### config.mk
export PLATFORM = sky130hd
export DESIGN_NAME = led_bar_arbiter
export DESIGN_NICKNAME = d
export VERILOG_FILES = /design/src/rtl/led_bar_arbiter.sv
export SDC_FILE = /design/constraint.sdc
export NUM_CORES = 1
export LEC_CHECK = 0
export ABC_AREA = 1
export BUFFER_PORTS_ARGS = -buffer_cell sky130_fd_sc_hd__buf_4
export CORE_MARGIN = 2
export CORE_UTILIZATION = 50
export CTS_CLUSTER_DIAMETER = 80
export CTS_CLUSTER_SIZE = 8
export DETAILED_ROUTE_END_ITERATION = 10
export HOLD_SLACK_MARGIN = 0.06
export PLACE_DENSITY = 0.7
export RECOVER_POWER = 100
export SLEW_MARGIN = 20
export SYNTH_ARGS = -nofsm -noshare
export SYNTH_HDL_FRONTEND = slang
export SYNTH_SLANG_ARGS = --single-unit
### constraint.sdc
create_clock -name clk -period 1.96 [get_ports clk]
set_clock_uncertainty 0.15 [all_clocks]
set_input_delay 0 -clock clk [delete_from_list [all_inputs] [get_ports clk]]
set_output_delay 0 -clock clk [all_outputs]
set_load 0.05 [all_outputs]
### src/rtl/led_bar_arbiter.sv
// Shares the 16 board LEDs between the joystick velocity bar and a handshaked
// blink-event requester, with a guard gap after each event and global PWM dimming.
module led_bar_arbiter #(
  parameter int BLINK_CYCLES = 12_500_000,
  parameter int EVT_BLINKS   = 3,
  parameter int GAP_CYCLES   = 50_000_000
) (
  input  logic        clk,
  input  logic        rst,
  input  logic [15:0] bar_led,
  input  logic        evt_req,
  input  logic [15:0] evt_pattern,
  output logic        evt_ack,
  input  logic [3:0]  brightness,
  output logic        busy,
  output logic [15:0] led
);

  localparam logic [1:0] ST_BAR = 2'd0;
  localparam logic [1:0] ST_EVT = 2'd1;
  localparam logic [1:0] ST_GAP = 2'd2;

  localparam int BW = (BLINK_CYCLES > 1) ? $clog2(BLINK_CYCLES) : 1;
  localparam int GW = (GAP_CYCLES > 1) ? $clog2(GAP_CYCLES) : 1;
  localparam int OW = $clog2(EVT_BLINKS + 1);

  localparam logic [BW-1:0] BLINK_LAST = BW'(BLINK_CYCLES - 1);
  localparam logic [GW-1:0] GAP_LAST   = GW'(GAP_CYCLES - 1);
  localparam logic [OW-1:0] ON_LAST    = OW'(EVT_BLINKS);

  logic [1:0]    state_q, state_d;
  logic [BW-1:0] blink_cnt_q, blink_cnt_d;
  logic [OW-1:0] on_cnt_q, on_cnt_d;
  logic [GW-1:0] gap_cnt_q, gap_cnt_d;
  logic          phase_q, phase_d;
  logic [15:0]   pat_q, pat_d;
  logic          ack_q, ack_d;
  logic          busy_q, busy_d;
  logic [15:0]   led_q, led_d;
  logic [3:0]    pwm_cnt_q, pwm_cnt_d;
  logic [3:0]    bright_q, bright_d;
  logic [15:0]   source;
  logic          pwm_en;

  always_comb begin
    state_d     = state_q;
    blink_cnt_d = blink_cnt_q;
    on_cnt_d    = on_cnt_q;
    gap_cnt_d   = gap_cnt_q;
    phase_d     = phase_q;
    pat_d       = pat_q;
    ack_d       = 1'b0;

    // brightness only moves at the period boundary so a duty cycle is never cut short
    pwm_cnt_d = pwm_cnt_q + 4'd1;
    bright_d  = (pwm_cnt_q == 4'hF) ? brightness : bright_q;
    pwm_en    = (pwm_cnt_q <= bright_q);

    source = bar_led;
    if (state_q == ST_EVT) begin
      source = phase_q ? pat_q : 16'h0000;
    end
    led_d = pwm_en ? source : 16'h0000;

    case (state_q)
      ST_BAR: begin
        if (evt_req && !ack_q) begin
          state_d     = ST_EVT;
          pat_d       = evt_pattern;
          ack_d       = 1'b1;
          phase_d     = 1'b1;
          blink_cnt_d = '0;
          on_cnt_d    = '0;
        end
      end
      ST_EVT: begin
        if (blink_cnt_q == BLINK_LAST) begin
          blink_cnt_d = '0;
          phase_d     = !phase_q;
          if (phase_q) begin
            on_cnt_d = on_cnt_q + 1'b1;
          end else if (on_cnt_q == ON_LAST) begin
            state_d   = ST_GAP;
            gap_cnt_d = '0;
          end
        end else begin
          blink_cnt_d = blink_cnt_q + 1'b1;
        end
      end
      ST_GAP: begin
        if (gap_cnt_q == GAP_LAST) begin
          state_d = ST_BAR;
        end else begin
          gap_cnt_d = gap_cnt_q + 1'b1;
        end
      end
      default: state_d = ST_BAR;
    endcase

    busy_d = (state_d != ST_BAR);
  end

  always_ff @(posedge clk) begin
    if (rst) begin
      state_q     <= ST_BAR;
      blink_cnt_q <= '0;
      on_cnt_q    <= '0;
      gap_cnt_q   <= '0;
      phase_q     <= 1'b1;
      pat_q       <= 16'h0000;
      ack_q       <= 1'b0;
      busy_q      <= 1'b0;
      led_q       <= 16'h0000;
      pwm_cnt_q   <= 4'h0;
      bright_q    <= 4'hF;
    end else begin
      state_q     <= state_d;
      blink_cnt_q <= blink_cnt_d;
      on_cnt_q    <= on_cnt_d;
      gap_cnt_q   <= gap_cnt_d;
      phase_q     <= phase_d;
      pat_q       <= pat_d;
      ack_q       <= ack_d;
      busy_q      <= busy_d;
      led_q       <= led_d;
      pwm_cnt_q   <= pwm_cnt_d;
      bright_q    <= bright_d;
    end
  end

  assign evt_ack = ack_q;
  assign busy    = busy_q;
  assign led     = led_q;

endmodule

# == Yosys cells after proc, flatten, opt, wreduce, memory -nomap -nowiden ==
# Index checks and enable logic that the tools add are counted.
# W data, S select, Z words.
# word_totals
register_bits,97
latch_bits,0
ramBits,0
mem_bits_ro,0
in_bits,39
out_inout_bits,18
wordCells,68
n_memories,0
# classes
add_sub_neg,4
mul,0
n_div,0
n_lt_le_gt_ge,1
eq_ne,12
n_shift,0
n_mux,24
bitwise_logic,2
n_reduce_logical,14
# op_table
op,count
$mux W26,4
$pmux W26 S2,1
$mux W24,2
$pmux W24 S2,1
$mux W16,2
$add A26 B1 Y26 const B,1
$eq A26 B26 Y1 const B,1
$add A24 B1 Y24 const B,1
$eq A24 B24 Y1 const B,1
$mux W2,8
$ne A2 B2 Y1 const B,4
$pmux W2 S3,1
$reduce_bool A2 Y1,3
$reduce_and A5 Y1,1
$add A4 B1 Y4 const B,1
$eq A2 B2 Y1 const B,2
$eq A4 B4 Y1 const B,1
$le A4 B4 Y1,1
$ne A2 B1 Y1 const B,2
$pmux W2 S2,1
$reduce_and A2 Y1,2
$reduce_and A4 Y1,1
$reduce_or A2 Y1,2
$mux W1,3
8 further kinds,10

# == Logic depth before layout (Yosys ltp) ==
# Gate-level depths: netlist of run 1.
# depth
ltp_word,6
depth_mapped,12
ltp_nobuf,12

# == Least setup slack after synthesis of run 1 ==
# No wires, ideal clock.
# synth_timing
kind,register -> register
from,reg ack_q (netlist: evt_ack)
to,reg blink_cnt_q[10]
arrival_time_ns,1.592
required_time_ns,1.738
path_slack_ns,0.145
stages_incl_launch_ff,10
n_path_buf,3
synth_period_minus_slack_ns,1.815
path_cell_list,dfxtp_1 nor2_1 nand3_1 buf_4 nand2_2 buf_2 nand2_2 nand2_1 buf_4 nor3b_2
# synth_between
elab_chain_cells,4
# synth_rtl
item,line_no,rtl
from (decl),37,"logic ack_q, ack_d;"
from (signal assigned),123,ack_q <= ack_d;
$logic_not A1 Y1,67,if (evt_req && !ack_q) begin
$logic_and A1 B1 Y1,67,
$ne A2 B2 Y1 (no line),-,
$reduce_and A2 Y1 (no line),-,
to (signal assigned),118,blink_cnt_q <= blink_cnt_d;
to (decl),32,"logic [BW-1:0] blink_cnt_q, blink_cnt_d;"
# No other way between the ends.
# A chain may end at the register's enable or synchronous reset.

# == Worst setup path in the final report of run 1 ==
# layout_timing
from,reg blink_cnt_q[1]
to,reg gap_cnt_q[17]
# layout_between
elab_chain_cells,3
# layout_rtl
item,line_no,rtl
$eq A24 B24 Y1,77,if (blink_cnt_q == BLINK_LAST) begin
$ne A2 B1 Y1 (no line),-,
$reduce_and A5 Y1 (no line),-,
to (signal assigned),120,gap_cnt_q <= gap_cnt_d;
to (decl),34,"logic [GW-1:0] gap_cnt_q, gap_cnt_d;"
# No other way between the ends.

==> results.cfg, run 1 <==
[routing]
routed_wire_length_per_instance_um = 13.1
detail_route.first_pass.iterations = 5
detail-route-antenna-nets = 0
drt_iter0_drc = 259
num_vias = 5257
remaining_drc_errors = 0
totalWireLength_mm = 13.4
drt-vias-per-instance = 5.16

[critical_path]
critical-path-slowest-cell = sky130_fd_sc_hd__dfxtp_2
setup.worst_path.start_class = flip-flop
arrival_ps = 2030
critical_path_cell_sequence = ha_2, nand2_2, nor2_4, nand2_2, nor2_4, nand4_4, nand2_4, nand2_1, nand2_1, nor2_1
critical_path.endpoint_type = flip-flop
cp_max_fo = 15
worst-setup-path-type = reg -> reg
worstPathBufferInverterCount = 0
critical_path.max_stage_delay_ps = 360
critical_path_data_required_time_ps = 2090
kind_of_cell_adding_the_most_delay_to_the_critical_path = simple AND/OR/NAND/NOR gates

[yosys]
netlist-cell-type-count = 37
synth_edf_count = 0
synth-simple-area-share_pct = 39.3
synth_compound_gate_area_share_pct = 10.2
synthAdderAreaFrac_pct = 1.98
synth_top_family_by_area = simple AND/OR/NAND/NOR gates
asyncSetResetFlopFracSynth_pct = 0
synthMuxAreaShare_pct = 0
main_synth_ff_type = sky130_fd_sc_hd__dfxtp_1
synthXorXnorAreaFrac_pct = 1.21
yosys.area.top_type = sky130_fd_sc_hd__dfxtp_1
ys_top_cells_by_area = sky130_fd_sc_hd__dfxtp_1 38%, sky130_fd_sc_hd__nand2_1 14%, sky130_fd_sc_hd__nor2_1 12%, sky130_fd_sc_hd__nand3_1 6.7%, sky130_fd_sc_hd__inv_1 5.6%
mappedNetlistNets = 821
postSynthRegisterBits = 97
syn-cell-area_sq_um = 5060
synth.yosys.seq_area_share_pct = 38.4
synth_top_area_share_pct = 38.4
synth_cells = 774
synth_warnings = 0
avgSynthCellArea_sq_um = 6.53

[placed_design]
gp_routability_congestion = 0.975
input_output_buffers = 56
total_cell_area_at_the_placement_stage_sq_um = 5660
detailed_place_hpwl_mm = 9.10
dp_worst_setup_slack_ps = -26.8
placed_cells = 955

[timing]
tightest_slew_ps = 627
final_max_slew_viol_count = 0
timing.fmax_ghz = 0.528
final-hold-violation-count = 0
grt_setup_unrepaired = true
final_period_minus_worst_setup_slack_ps = 1900
maxSlewHeadroom_pct = 58.4
setup_tns_ps = 0
fin_ws_ps = 64.4
finalSetupViolCount = 0
period_share_pct = 96.7

[clock_tree]
cts-htree-levels = 3
cts_tree = yes
clock_sink_count = 97
path_clk_slew_ps = 110
clk_root_buffer_cell = sky130_fd_sc_hd__clkbuf_8
worst_skew_pair.late_latency_ps = 370
ctsLongestPathBuffers = 2
cts_inserted_buffers = 9

[floorplanning]
core_area_sq_um = 9770
num_io_pins = 57
die_width_um = 105
initial_core_util_pct = 51.7
fp-row-count = 36
die-height_um = 105
design.die.area_sq_um = 10900

[power_and_ir_drop]
power.static_leakage_nw = 2.58
power_density_nw_per_um2 = 656
power.ir.vdd_worst_mv = 0.332

[global_route]
groute.layer.met3.usage_pct = 2.74
grt_antenna_before_repair = 0
globalRoute.busiestLayer = met2
grt_start_max_net_pins = 31
grt_pass1_wl_mm = 21.9
grtUsageMet1_pct = 32.3
grt_use_total_pct = 23.9
vias_in_the_first_global_route = 4812
global_route.overflow_total = 0
groute.layer.met2.usage_pct = 39.9

[finish]
antenna_cells = 0
syn_to_final_growth_pct = 25.6
design_area_sq_um = 6350
final_nets = 927
layout-drive-gt1-share_pct = 13.6
layout.cells.non_filler = 1018

[run]
max_cap_violations = 0

[min_path]
hold_removal_path_class = in -> reg

[run_status]
run_status = complete, no violations
-- stage by stage --
step / power, W / utilization [%] / hold WS [ps]
2_1_floorplan: 0.00253 / - / -23.8
3_3_place_gp: 0.00271 / 57.9 / 66.1
3_5_place_dp: 0.00272 / 57.9 / 73.8
4_1_cts: 0.00418 / 64.3 / 65.0
5_1_grt: 0.00433 / 65.0 / 125
6_report: 0.00417 / 65.0 / 78.6
-- area by class of cell --
cell class | count | area (sq um)
fillers | 864 | 3420
flip-flops and latches | 97 | 1950
clock inverters | 7 | 85.1
repair buffers | 119 | 970
clock buffers | 9 | 124
well taps | 133 | 166
inverters | 80 | 308
multi-input cells | 573 | 2750
-- synthesized netlist by cell type (2+ instances only) --
| cell | count |
|---|---|
| sky130_fd_sc_hd__clkinv_1 | 2 |
| sky130_fd_sc_hd__nand3_1 | 68 |
| sky130_fd_sc_hd__nand2_1 | 185 |
| sky130_fd_sc_hd__a21oi_1 | 38 |
| sky130_fd_sc_hd__inv_1 | 75 |
| sky130_fd_sc_hd__nor2_1 | 163 |
| sky130_fd_sc_hd__nor2_2 | 5 |
| sky130_fd_sc_hd__nor3_1 | 10 |
| sky130_fd_sc_hd__clkbuf_1 | 9 |
| sky130_fd_sc_hd__nand2_4 | 2 |
| sky130_fd_sc_hd__nor4_1 | 2 |
| sky130_fd_sc_hd__xor2_1 | 6 |
| sky130_fd_sc_hd__inv_2 | 3 |
| sky130_fd_sc_hd__nor2_4 | 3 |
| sky130_fd_sc_hd__buf_2 | 8 |
| sky130_fd_sc_hd__ha_1 | 8 |
| sky130_fd_sc_hd__or2_2 | 3 |
| sky130_fd_sc_hd__buf_4 | 5 |
| sky130_fd_sc_hd__o21bai_1 | 3 |
| sky130_fd_sc_hd__o21ai_1 | 4 |
| sky130_fd_sc_hd__nand2_2 | 8 |
| sky130_fd_sc_hd__o21ai_0 | 28 |
| sky130_fd_sc_hd__nand4_1 | 9 |
| sky130_fd_sc_hd__dfxtp_1 | 97 |
| sky130_fd_sc_hd__a22oi_1 | 16 |
| sky130_fd_sc_hd__buf_6 | 3 |
-- worst min-delay path: cells and delay by family --
family / cells / cell delay, ps
buf+inv: 3 / 370
simple gates: 3 / 170
-- final timing paths --
kind,from,to,slack (ps),cells after the start
worst max-delay path,blink_cnt_q[1],gap_cnt_q[17],60,10
worst min-delay path,evt_req,evt_ack,80,6
worst max register to register,blink_cnt_q[1],gap_cnt_q[17],60,10
worst min register to register,pwm_cnt_q[0],pwm_cnt_q[0],330,1
-- metal layers --
layer	vias to the layer above	wire, um
met3	15	632
met1	2430	6330
met5	-	0
met4	0	155
li1	2684	-
met2	128	6260
-- where the power goes --
group          total [W]  internal (W)  switching, W
Combinational   0.000653      0.000251      0.000402
Clock            0.00141      0.000618      0.000791
Sequential       0.00210       0.00206     0.0000458
-- timing repair --
action	in CTS	in global routing
hold buffers	41	0
setup endpoints to repair	13	70
resized for setup	1	21
cloned	0	2
endpoints found under the hold margin	63	0
setup buffers	0	4
pin swaps	0	3
-- cell families (layout without fill, tap and decap cells) --
| logic type | Yosys count | count (layout) |
|---|---|---|
| AOI/OAI and AO/OA | 92 | 92 |
| xor gates and xnor gates | 7 | 7 |
| adders and majority gates | 8 | 8 |
| buffers and inverters | 106 | 215 |
| DFF | 97 | 97 |
| and+or+nand+nor | 464 | 466 |
-- cells in the final DEF, fill, tap and decap left out, types with 2 or more instances in the layout --
cell type / netlist / layout
sky130_fd_sc_hd__a21oi_1: 38 / 37
sky130_fd_sc_hd__a22oi_1: 16 / 16
sky130_fd_sc_hd__buf_12: 0 / 3
sky130_fd_sc_hd__buf_4: 5 / 56
sky130_fd_sc_hd__clkbuf_1: 9 / 18
sky130_fd_sc_hd__clkbuf_8: 0 / 9
sky130_fd_sc_hd__clkinv_4: 0 / 2
sky130_fd_sc_hd__clkinvlp_4: 0 / 2
sky130_fd_sc_hd__dfxtp_1: 97 / 94
sky130_fd_sc_hd__dfxtp_2: 0 / 3
sky130_fd_sc_hd__dlygate4sd3_1: 0 / 41
sky130_fd_sc_hd__ha_1: 8 / 6
sky130_fd_sc_hd__ha_2: 0 / 2
sky130_fd_sc_hd__inv_1: 75 / 73
sky130_fd_sc_hd__inv_2: 3 / 4
sky130_fd_sc_hd__inv_6: 0 / 3
sky130_fd_sc_hd__nand2_1: 185 / 183
sky130_fd_sc_hd__nand2_2: 8 / 9
sky130_fd_sc_hd__nand2_4: 2 / 3
sky130_fd_sc_hd__nand2_8: 0 / 2
sky130_fd_sc_hd__nand3_1: 68 / 66
sky130_fd_sc_hd__nand3_2: 0 / 2
sky130_fd_sc_hd__nand4_1: 9 / 9
sky130_fd_sc_hd__nor2_1: 163 / 162
sky130_fd_sc_hd__nor2_2: 5 / 4
sky130_fd_sc_hd__nor2_4: 3 / 5
sky130_fd_sc_hd__nor3_1: 10 / 10
sky130_fd_sc_hd__nor4_1: 2 / 2
sky130_fd_sc_hd__o21ai_0: 28 / 27
sky130_fd_sc_hd__o21ai_1: 4 / 4
sky130_fd_sc_hd__o21bai_1: 3 / 3
sky130_fd_sc_hd__or2_2: 3 / 3
sky130_fd_sc_hd__xor2_1: 6 / 6
-- sequential cells by signal, summed over array words and instances (netlist names) --
register     flops
evt_ack          1
state_q          2
led             16
pat_q           16
phase_q          1
pwm_cnt_q        4
gap_cnt_q       26
on_cnt_q         2
busy             1
bright_q         4
blink_cnt_q     24
No activity file was read; power rests on OpenSTA's default activity.
==> run 2, diff against run 1 <==
--- a/config.mk
+++ b/config.mk
@@ -13,8 +13,9 @@
 export CTS_CLUSTER_SIZE = 8
 export DETAILED_ROUTE_END_ITERATION = 10
 export HOLD_SLACK_MARGIN = 0.06
-export PLACE_DENSITY = 0.7
+export PLACE_DENSITY = 0.72
 export RECOVER_POWER = 100
+export REMOVE_ABC_BUFFERS = 1
 export SLEW_MARGIN = 20
 export SYNTH_ARGS = -nofsm -noshare
 export SYNTH_HDL_FRONTEND = slang
==> results.cfg, run 2 (synthesized netlist as in run 1, its figures left out) <==
[clock_tree]
ctsLongestPathBuffers = 2
worst_skew_pair.late_latency_ps = 370
cts-htree-levels = 3
cts_tree = yes
path_clk_slew_ps = 90
clock_sink_count = 97
cts_inserted_buffers = 9
clk_root_buffer_cell = sky130_fd_sc_hd__clkbuf_8

[global_route]
grt_use_total_pct = 24.5
groute.layer.met2.usage_pct = 42.7
groute.layer.met3.usage_pct = 4.62
globalRoute.busiestLayer = met2
grtUsageMet1_pct = 29.1
grt_antenna_before_repair = 0
global_route.overflow_total = 0
vias_in_the_first_global_route = 5008
grt_pass1_wl_mm = 22.2
grt_start_max_net_pins = 31

[finish]
antenna_cells = 0
commonest_cells_after_routing_fill_and_taps_aside = 184 x sky130_fd_sc_hd__nand2_1, 161 x sky130_fd_sc_hd__nor2_1, 94 x sky130_fd_sc_hd__dfxtp_1, 76 x sky130_fd_sc_hd__inv_1, 68 x sky130_fd_sc_hd__nand3_1
layout.filler_cells = 877
final_nets = 929
largest_reg_flops = 26
regs_by_ff_count = gap_cnt_q: 26 flops, blink_cnt_q: 24 flops
syn_to_final_growth_pct = 25.1
layout.cells.most_common = sky130_fd_sc_hd__nand2_1
layout-drive-gt1-share_pct = 12.7
utilization_pct = 64.7
most_flop_heavy_register = gap_cnt_q

[critical_path]
critical_path.endpoint_type = flip-flop
worstPathBufferInverterCount = 1
critical_path_data_required_time_ps = 2110
worst-setup-path-type = reg -> reg
reg2regPathDepth = 10
worst_reg2reg_startpoint = gap_cnt_q[0]
regToRegSetupSlack_ps = 100
critical-path-top-cell-by-count = sky130_fd_sc_hd__nand2_2
path_depth = 10
cp_max_fo = 6
worstReg2RegEnd = gap_cnt_q[7]
setup.worst_path.start = gap_cnt_q[0]
kind_of_cell_adding_the_most_delay_to_the_critical_path = simple AND/OR/NAND/NOR gates
critical_path_cell_sequence = ha_2, nand2_2, nor2_4, nand2_1, nor2_2, nand2_2, nand2_8, buf_4, nand3_1, a21oi_1
critical-path-slowest-cell = sky130_fd_sc_hd__dfxtp_2
arrival_ps = 2010
setup.worst_path.start_class = flip-flop
critPathCapture = gap_cnt_q[7]
critical_path.max_stage_delay_ps = 360

[power_and_ir_drop]
power_density_nw_per_um2 = 639
power.static_leakage_nw = 2.60
power.ir.vdd_worst_mv = 0.454

[floorplanning]
fp-row-count = 36
die-height_um = 105
core_area_sq_um = 9770
initial_core_util_pct = 51.7
num_io_pins = 57
design.die.area_sq_um = 10900
die_width_um = 105

[routing]
routed_wire_length_per_instance_um = 13.4
detail-route-antenna-nets = 0
drt_iter0_drc = 295
drt-vias-per-instance = 5.13
remaining_drc_errors = 0
num_vias = 5229
detail_route.first_pass.iterations = 5
totalWireLength_mm = 13.7

[timing]
period_share_pct = 95.0
timing.fmax_ghz = 0.537
final_max_slew_viol_count = 0
final_period_minus_worst_setup_slack_ps = 1860
fin_ws_ps = 97.5
maxSlewHeadroom_pct = 45.2
final-hold-violation-count = 0
finalSetupViolCount = 0
tightest_slew_ps = 822

[min_path]
hold_removal_path_class = in -> reg
min_path_cells = 6

[placed_design]
detailed_place_hpwl_mm = 8.96
gp_routability_congestion = 0.904
input_output_buffers = 56
dp_worst_setup_slack_ps = -46.9

[run]
max_cap_violations = 0

[run_status]
run_status = complete, no violations
run 2: cell types whose count changed in the layout (fill, tap and decap cells not counted), moves of 2 or more:
cell / previous run / this run
sky130_fd_sc_hd__clkbuf_1: 18 / 21
sky130_fd_sc_hd__nand2_4: 3 / 1
sky130_fd_sc_hd__inv_2: 4 / 2
sky130_fd_sc_hd__inv_1: 73 / 76
sky130_fd_sc_hd__nand3_1: 66 / 68
sky130_fd_sc_hd__clkinv_2: 0 / 2
sky130_fd_sc_hd__nand3_2: 2 / 0
run 2: worst min path at each step:
stage	to	start	slack [ps]
final	evt_ack	evt_req	100
after global routing	evt_ack	evt_req	150
after floorplan	pwm_cnt_q[0]	rst	-80
after CTS	evt_ack	evt_req	80
after global placement	bright_q[2]	brightness[2]	70
after detailed placement	bright_q[3]	brightness[3]	80
run 2: worst reg2reg max path: stages, from the launching register on:
cell and delay (ps):
sky130_fd_sc_hd__dfxtp_2 360, sky130_fd_sc_hd__ha_2 210, sky130_fd_sc_hd__nand2_2 100, sky130_fd_sc_hd__nor2_4 130, sky130_fd_sc_hd__nand2_1 90, sky130_fd_sc_hd__nor2_2 140, sky130_fd_sc_hd__nand2_2 100, sky130_fd_sc_hd__nand2_8 130
sky130_fd_sc_hd__buf_4 160, sky130_fd_sc_hd__nand3_1 80, sky130_fd_sc_hd__a21oi_1 150
run 2: layer usage:
metal	routed length [um]	vias up
met5	0	-
met3	590	48
met4	484	0
met1	5930	2370
li1	-	2686
met2	6700	125
run 2: layout make-up:
class / count / area [sq um] / share of cell area (%)
flip-flops and latches: 97 / 1950 / 30.7
clock inverters: 6 / 66.3 / 1.05
well taps: 133 / 166 / 2.63
clock buffers: 10 / 128 / 2.02
inverters: 80 / 304 / 4.81
repair buffers: 121 / 980 / 15.5
multi-input cells: 573 / 2740 / 43.3
run 2: power breakdown:
group | switching, W | internal (W)
clock network | 0.000725 | 0.000598
registers | 0.0000443 | 0.00206
logic | 0.000400 | 0.000221
total | 0.00117 | 0.00288
run 2: through the flow:
step	setup TNS (ps)	hold slack (ps)	total power (W)	instance area, sq um	std cells
after floorplan	-2020	-83.3	0.00249	4910	748
after global placement	0	67.6	0.00270	5640	956
after detailed placement	-407	76.5	0.00272	5640	956
after CTS	0	75.9	0.00408	6240	1012
after global routing	-104	153	0.00421	6330	1020
final	0	95.5	0.00404	6330	1020
run 2: timing repair:
| item | 4_1_cts | 5_1_grt |
|---|---|---|
| buffers inserted | 0 | 5 |
| hold endpoints to repair | 65 | 0 |
| hold buffers | 40 | 0 |
| pin swaps | 0 | 3 |
| endpoints found under the setup margin | 22 | 65 |
| gates resized for setup | 2 | 16 |
| cloned | 0 | 3 |
